--- src/rtl/frontend_sequencer_if.sv ---
// rtl/frontend_sequencer_if.sv - frontend datapath control bundle driven by the layer sequencer
interface frontend_sequencer_if #(
    parameter int addr_width_ia       = 11,
    parameter int wts_bram_addr_width = 4,
    parameter int ram_address_width   = 5
);
    logic [wts_bram_addr_width-1:0] wts_bram_addr;
    logic                           enable_wts_rom;
    logic                           wts_rf_enable;
    logic                           addr_rf_enable;
    logic                           addr_bram_enable;
    logic [ram_address_width-1:0]   ram_address;
    logic                           enable_IA_ram;
    logic [addr_width_ia-1:0]       address_ia;
    logic [2:0]                     control_arbiter;
    logic [2:0]                     addr_arbiter_ctrl;
    logic                           product_valid;
    logic                           pool_enable;
    logic                           hold;
    logic                           pool_done;

    modport master (
        output wts_bram_addr, enable_wts_rom, wts_rf_enable, addr_rf_enable,
        output addr_bram_enable, ram_address, enable_IA_ram, address_ia,
        output control_arbiter, addr_arbiter_ctrl, product_valid, pool_enable,
        input  hold, pool_done
    );

    modport slave (
        input  wts_bram_addr, enable_wts_rom, wts_rf_enable, addr_rf_enable,
        input  addr_bram_enable, ram_address, enable_IA_ram, address_ia,
        input  control_arbiter, addr_arbiter_ctrl, product_valid, pool_enable,
        output hold, pool_done
    );
endinterface

--- src/rtl/frontend_sequencer.sv ---
// rtl/frontend_sequencer.sv - layer sequencer for the convolution frontend (optional pool stage: FRONTEND_SEQ_POOL_EN)
module frontend_sequencer #(
    parameter int WTS_GROUPS          = 16,
    parameter int IA_BEATS            = 8,
    parameter int ARB_PHASES          = 8,
    parameter int MULT_LAT            = 2,
    parameter int addr_width_ia       = 11,
    parameter int wts_bram_addr_width = 4,
    parameter int ram_address_width   = 5
) (
    input  logic                     clock,
    input  logic                     reset,
    input  logic                     start,
    input  logic [addr_width_ia-1:0] ia_base,
    output logic                     busy,
    output logic                     done,
    frontend_sequencer_if.master     dp
);
    localparam int BW  = (IA_BEATS > 1) ? $clog2(IA_BEATS) : 1;
    localparam int DW  = $clog2(MULT_LAT + 2);
    localparam int SRW = MULT_LAT + 1;
    localparam int GW  = wts_bram_addr_width;

`ifdef FRONTEND_SEQ_POOL_EN
    typedef enum logic [2:0] {IDLE, FETCH_W, LOAD_W, LOAD_A, STREAM, DRAIN, POOL, DONE} state_t;
`else
    typedef enum logic [2:0] {IDLE, FETCH_W, LOAD_W, LOAD_A, STREAM, DRAIN, DONE} state_t;
`endif

    state_t                   state;
    logic [GW-1:0]            g;
    logic [GW-1:0]            g_next;
    logic [BW-1:0]            b;
    logic [2:0]               p;
    logic [DW-1:0]            dcnt;
    logic [addr_width_ia-1:0] ia_base_q;
    logic [SRW-1:0]           vld_sr;
    logic                     issue;

    // An issue is a STREAM cycle whose hold is low; it feeds the product-valid pipe.
    assign issue            = (state == STREAM) && !dp.hold;
    assign g_next           = g + GW'(1);
    assign dp.product_valid = vld_sr[MULT_LAT];

`ifndef FRONTEND_SEQ_POOL_EN
    logic unused_pool_done;
    assign unused_pool_done = dp.pool_done;
    assign dp.pool_enable   = 1'b0;
`endif

    // Layer FSM: outputs for a state are registered on the edge that enters it.
    always_ff @(posedge clock or negedge reset) begin
        if (!reset) begin
            state                <= IDLE;
            g                    <= '0;
            b                    <= '0;
            p                    <= '0;
            dcnt                 <= '0;
            ia_base_q            <= '0;
            vld_sr               <= '0;
            busy                 <= 1'b0;
            done                 <= 1'b0;
            dp.wts_bram_addr     <= '0;
            dp.enable_wts_rom    <= 1'b0;
            dp.wts_rf_enable     <= 1'b0;
            dp.addr_rf_enable    <= 1'b0;
            dp.addr_bram_enable  <= 1'b0;
            dp.ram_address       <= '0;
            dp.enable_IA_ram     <= 1'b0;
            dp.address_ia        <= '0;
            dp.control_arbiter   <= '0;
            dp.addr_arbiter_ctrl <= '0;
`ifdef FRONTEND_SEQ_POOL_EN
            dp.pool_enable       <= 1'b0;
`endif
        end else begin
            dp.enable_wts_rom   <= 1'b0;
            dp.addr_bram_enable <= 1'b0;
            dp.wts_rf_enable    <= 1'b0;
            dp.addr_rf_enable   <= 1'b0;
            dp.enable_IA_ram    <= 1'b0;
            done                <= 1'b0;
            vld_sr              <= (vld_sr << 1) | SRW'(issue);

            case (state)
                IDLE: begin
                    if (start) begin
                        ia_base_q           <= ia_base;
                        g                   <= '0;
                        busy                <= 1'b1;
                        state               <= FETCH_W;
                        dp.enable_wts_rom   <= 1'b1;
                        dp.wts_bram_addr    <= '0;
                        dp.addr_bram_enable <= 1'b1;
                        dp.ram_address      <= '0;
                    end
                end
                FETCH_W: begin
                    // ROM word becomes valid one cycle after the fetch
                    dp.wts_rf_enable <= 1'b1;
                    state            <= LOAD_W;
                end
                LOAD_W: begin
                    dp.addr_rf_enable <= 1'b1;
                    state             <= LOAD_A;
                end
                LOAD_A: begin
                    b     <= '0;
                    p     <= '0;
                    state <= STREAM;
                end
                STREAM: begin
                    if (!dp.hold) begin
                        dp.enable_IA_ram     <= 1'b1;
                        dp.address_ia        <= ia_base_q
                                              + addr_width_ia'(g) * addr_width_ia'(IA_BEATS)
                                              + addr_width_ia'(b);
                        dp.control_arbiter   <= p;
                        dp.addr_arbiter_ctrl <= p;
                        if (p == 3'(ARB_PHASES - 1)) begin
                            p <= '0;
                            if (b == BW'(IA_BEATS - 1)) begin
                                dcnt  <= '0;
                                state <= DRAIN;
                            end else begin
                                b <= b + BW'(1);
                            end
                        end else begin
                            p <= p + 3'd1;
                        end
                    end
                end
                DRAIN: begin
                    // wait out the multiplier pipe so the last product is flagged
                    if (dcnt == DW'(MULT_LAT)) begin
                        if (g == GW'(WTS_GROUPS - 1)) begin
`ifdef FRONTEND_SEQ_POOL_EN
                            dp.pool_enable <= 1'b1;
                            state          <= POOL;
`else
                            done  <= 1'b1;
                            state <= DONE;
`endif
                        end else begin
                            g                   <= g_next;
                            state               <= FETCH_W;
                            dp.enable_wts_rom   <= 1'b1;
                            dp.wts_bram_addr    <= g_next;
                            dp.addr_bram_enable <= 1'b1;
                            dp.ram_address      <= ram_address_width'(g_next);
                        end
                    end else begin
                        dcnt <= dcnt + DW'(1);
                    end
                end
`ifdef FRONTEND_SEQ_POOL_EN
                POOL: begin
                    if (dp.pool_done) begin
                        dp.pool_enable <= 1'b0;
                        done           <= 1'b1;
                        state          <= DONE;
                    end
                end
`endif
                DONE: begin
                    busy  <= 1'b0;
                    state <= IDLE;
                end
                default: state <= IDLE;
            endcase
        end
    end
endmodule

--- src/flat_wrapper.sv ---
// flat-port wrapper written by rule: the top's interface ports become plain ports
module frontend_sequencer_flat 
#(
    parameter int WTS_GROUPS          = 16,
    parameter int IA_BEATS            = 8,
    parameter int ARB_PHASES          = 8,
    parameter int MULT_LAT            = 2,
    parameter int addr_width_ia       = 11,
    parameter int wts_bram_addr_width = 4,
    parameter int ram_address_width   = 5
)
  (clock, reset, start, ia_base, busy, done, dp_wts_bram_addr, dp_enable_wts_rom, dp_wts_rf_enable, dp_addr_rf_enable, dp_addr_bram_enable, dp_ram_address, dp_enable_IA_ram, dp_address_ia, dp_control_arbiter, dp_addr_arbiter_ctrl, dp_product_valid, dp_pool_enable, dp_hold, dp_pool_done);
  frontend_sequencer_if #(.addr_width_ia(addr_width_ia), .wts_bram_addr_width(wts_bram_addr_width), .ram_address_width(ram_address_width)) dp_i ();
  input  logic clock;
  input  logic reset;
  input  logic start;
  input  logic [addr_width_ia-1:0] ia_base;
  output logic busy;
  output logic done;
  output wire logic [$bits(dp_i.wts_bram_addr)-1:0] dp_wts_bram_addr;
  output wire logic [$bits(dp_i.enable_wts_rom)-1:0] dp_enable_wts_rom;
  output wire logic [$bits(dp_i.wts_rf_enable)-1:0] dp_wts_rf_enable;
  output wire logic [$bits(dp_i.addr_rf_enable)-1:0] dp_addr_rf_enable;
  output wire logic [$bits(dp_i.addr_bram_enable)-1:0] dp_addr_bram_enable;
  output wire logic [$bits(dp_i.ram_address)-1:0] dp_ram_address;
  output wire logic [$bits(dp_i.enable_IA_ram)-1:0] dp_enable_IA_ram;
  output wire logic [$bits(dp_i.address_ia)-1:0] dp_address_ia;
  output wire logic [$bits(dp_i.control_arbiter)-1:0] dp_control_arbiter;
  output wire logic [$bits(dp_i.addr_arbiter_ctrl)-1:0] dp_addr_arbiter_ctrl;
  output wire logic [$bits(dp_i.product_valid)-1:0] dp_product_valid;
  output wire logic [$bits(dp_i.pool_enable)-1:0] dp_pool_enable;
  input wire logic [$bits(dp_i.hold)-1:0] dp_hold;
  input wire logic [$bits(dp_i.pool_done)-1:0] dp_pool_done;
  assign dp_wts_bram_addr = dp_i.wts_bram_addr;
  assign dp_enable_wts_rom = dp_i.enable_wts_rom;
  assign dp_wts_rf_enable = dp_i.wts_rf_enable;
  assign dp_addr_rf_enable = dp_i.addr_rf_enable;
  assign dp_addr_bram_enable = dp_i.addr_bram_enable;
  assign dp_ram_address = dp_i.ram_address;
  assign dp_enable_IA_ram = dp_i.enable_IA_ram;
  assign dp_address_ia = dp_i.address_ia;
  assign dp_control_arbiter = dp_i.control_arbiter;
  assign dp_addr_arbiter_ctrl = dp_i.addr_arbiter_ctrl;
  assign dp_product_valid = dp_i.product_valid;
  assign dp_pool_enable = dp_i.pool_enable;
  assign dp_i.hold = dp_hold;
  assign dp_i.pool_done = dp_pool_done;
  frontend_sequencer #(.WTS_GROUPS(WTS_GROUPS), .IA_BEATS(IA_BEATS), .ARB_PHASES(ARB_PHASES), .MULT_LAT(MULT_LAT), .addr_width_ia(addr_width_ia), .wts_bram_addr_width(wts_bram_addr_width), .ram_address_width(ram_address_width)) u_core (.clock(clock), .reset(reset), .start(start), .ia_base(ia_base), .busy(busy), .done(done), .dp(dp_i));
endmodule
--- config.mk ---
export PLATFORM = sky130hd
export DESIGN_NAME = frontend_sequencer_flat
export DESIGN_NICKNAME = d
export VERILOG_FILES = /design/src/rtl/frontend_sequencer_if.sv /design/src/rtl/frontend_sequencer.sv /design/src/flat_wrapper.sv
export SDC_FILE = /design/constraint.sdc
export NUM_CORES = 1
export LEC_CHECK = 0
export ABC_AREA = 1
export CORE_MARGIN = 2
export CORE_UTILIZATION = 42
export DETAILED_ROUTE_END_ITERATION = 8
export HOLD_SLACK_MARGIN = 0.1
export PLACE_DENSITY = 0.67
export SLEW_MARGIN = 5
export SYNTH_ARGS = -nofsm -noshare
export SYNTH_HDL_FRONTEND = slang
export SYNTH_SLANG_ARGS = --single-unit
--- constraint.sdc ---
create_clock -name clock -period 2.05 [get_ports clock]
set_clock_uncertainty 0.1 [all_clocks]
set_input_delay 0.41 -clock clock [delete_from_list [all_inputs] [get_ports clock]]
set_output_delay 0.41 -clock clock [all_outputs]
set_load 0.05 [all_outputs]
==> reports/metrics.yaml <==
status:
  status: "complete, no violations"
timing:
  fin_setup_tns_ns: 0
  worst_pin_slew_ns: 0.631
  drv_slew: 0
  relSlewSlack_pct: 57.9
  fmax_ghz: 0.504
  post-route-min-period_ns: 1.98
  hold_viol: 0
  fin_hold_ws_ns: 0.258
  post-route-period-util_pct: 96.8
  setup_viol: 0
routing:
  wl_met2_um: 2190
  dr.pass1.iters: 4
  drc_errors: 0
  vias: 1974
  wl_um: 4830
  vias_per_cell: 4.72
  met1Wirelength_um: 2360
  highest_layer: "met4"
  dr.first_iter.drc_count: 89
  met3_length_um: 202
  antenna_left: 0
  detail_route.wl_per_cell_um: 11.6
clock_tree:
  cts.clk_slew.worst_paths_ns: 0.08
  max-clock-path-buffers: 2
  root_buffer: "clkbuf_8"
  cts_buffers: 5
  cts.sinks: 48
  tritoncts: "done"
  clk_latency_ns: 0.30
  htree_levels: 2
hold_path:
  worstHoldPathType: "register to register"
synth:
  yosys-top-cells-count: "77 x nand2_1, 48 x dfrtp_1, 33 x inv_1"
  ys_seq_elements: 48
  synth_edf_count: 0
  avgSynthCellArea_um2: 8.63
  synth_top_area_share_pct: 47.5
  yosysMostFrequentCell: "nand2_1"
  yosysWarnings: 0
  synthTopCellsByArea: "dfrtp_1 48%, nand2_1 11%, ha_1 6.4%"
  synthesis.area_mm2: 0.00253
  async_flop_share_pct: 100
  synth_cell_type_count: 33
  syn_inst: 293
  yosys_most_used_dff: "dfrtp_1"
  netlist.top_cell.by_area: "dfrtp_1"
  seq_area_frac_synth_pct: 47.5
floorplanning:
  die_area_mm2: 0.00665
  die_y_um: 81.6
  die_width_um: 81.6
  io_pins: 51
  initial_utilization_pct: 43.2
  rows: 28
  core_area_mm2: 0.00585
worst_setup_path:
  worst-path-buf-inv: 1
  cp_top_family: "buffers and inverters"
  critPathRequiredTime_ns: 1.54
  critPathArrivalTime_ns: 1.47
  crit_path_start_kind: "register"
  max_stage_delay_ns: 0.81
  worst_setup_path_end_kind: "primary output"
  crit_type: "register to primary output"
  r2r_slack_ns: 0.11
  critPathSlowestCell: "clkdlybuf4s50_1"
  worstPathCellList: "clkdlybuf4s50_1"
  cp_max_fo: 3
placed_design:
  portBuffers: 47
  gp_congestion: 0.803
  place_hpwl_um: 3650
grt:
  antenna_found_initial: 0
  grt_max_degree: 28
  grt_use_total_pct: 15.8
  grt_pass1_vias: 1851
  grt_pass1_wl_um: 8080
  gr-total-overflow: 0
cells_and_area:
  post_route_cells_drive_above_1_share_pct: 14.9
  syn_to_final_growth_pct: 23.2
  post-route-util_pct: 53.2
  diodes: 0
  nNetsFinal: 372
pwr:
  vdd_drop_max_v: 0.000868
  p_leak_nw: 1.58
  power.density_mw_per_mm2: 1630
job:
  drv_cap: 0
## through the flow
step	worst slack (ns)	power, mW	std cells	cell area [µm²]
6_report	0.0666	5.08	418	3110
5_1_grt	-0.00258	5.50	418	3110
4_1_cts	0.0390	5.10	416	3090
3_5_place_dp	0.131	4.51	407	2990
3_3_place_gp	0.161	4.44	407	2990
2_1_floorplan	0.169	3.77	294	2530
## state kept, by name (all words and copies together) (netlist names)
register / count
u_core.dp.address_ia: 11
u_core.ia_base_q: 11
u_core.dp.ram_address: 4
u_core.b: 3
u_core.dp.control_arbiter: 3
u_core.p: 3
u_core.state: 3
u_core.vld_sr: 3
u_core.dcnt: 2
u_core.busy: 1
u_core.done: 1
u_core.dp.addr_bram_enable: 1
u_core.dp.addr_rf_enable: 1
u_core.dp.wts_rf_enable: 1
## worst reg2reg max path, stage by stage, from the launching register on
cell and delay [ns]:
dfrtp_1 0.40, ha_2 0.22, inv_1 0.06, fa_1 0.39
inv_1 0.07, nand3_1 0.10, nand2_2 0.11, nand2_1 0.08
nand2_1 0.11, nand3_1 0.08, nand3_1 0.08, nand2_1 0.04
## power by group
part	internal (mW)	switching (mW)	total (mW)	leakage [nW]
sequential	1.33	0.293	1.62	0.603
combinational	1.00	1.89	2.89	0.926
clock	0.275	0.296	0.572	0.0455
total	2.60	2.47	5.08	1.58
## timing repair
action | 4_1_cts | 5_1_grt
gates resized for setup | 0 | 2
setup buffers | 0 | 2
endpoints found under the hold margin | 26 | 0
endpoints found under the setup margin | 0 | 2
hold buffers | 1 | 0
## path summary, 6_finish.rpt
kind                                              startpoint                  endpoint  cells after the start
worst max-delay path            u_core.dp.control_arbiter[2]     dp_control_arbiter[2]                      1
max in group asynchronous                              reset               u_core.b[0]                      3
worst min register to register              u_core.vld_sr[1]          u_core.vld_sr[2]                      0
worst max register to register                   u_core.b[0]  u_core.dp.address_ia[10]                     11
min in group asynchronous                              reset      u_core.ia_base_q[10]                      2
worst min-delay path                        u_core.vld_sr[1]          u_core.vld_sr[2]                      0
## cell type report
type / instances / area (µm²)
flip-flops and latches: 48 / 1200
repair buffers: 55 / 503
fillers: 559 / 2740
multi-input cells: 196 / 1090
clock buffers: 8 / 90.1
inverters: 36 / 135
well taps: 75 / 93.8
## cells by family after synthesis
kind of cell / share of synthesized area (%)
adder cells (fa/ha/maj): 7.23
AND/OR/NAND/NOR: 23.4
XOR/XNOR: 1.39
other: 0.148
flip-flops: 47.5
AO/OA/AOI/OAI: 7.97
multiplexers: 2.67
buffers and inverters: 9.70
## per-layer routing
metal / global-route usage (%) / vias to the layer above
met5: 0 / -
met4: 6.33 / 0
met3: 3.41 / 7
met2: 25.0 / 44
li1: - / 1023
met1: 21.0 / 900
## cells in the final DEF (no fill, tap or decap), types with 9 or more instances in the layout
cell type        count
nand3_1             20
buf_4               21
clkdlybuf4s50_1     31
o21ai_0              9
dfrtp_1             48
nor2_1              24
ha_1                12
o21ai_1             11
inv_1               33
a21oi_1              9
nand2_1             76
(Power assumes the default switching activity.)
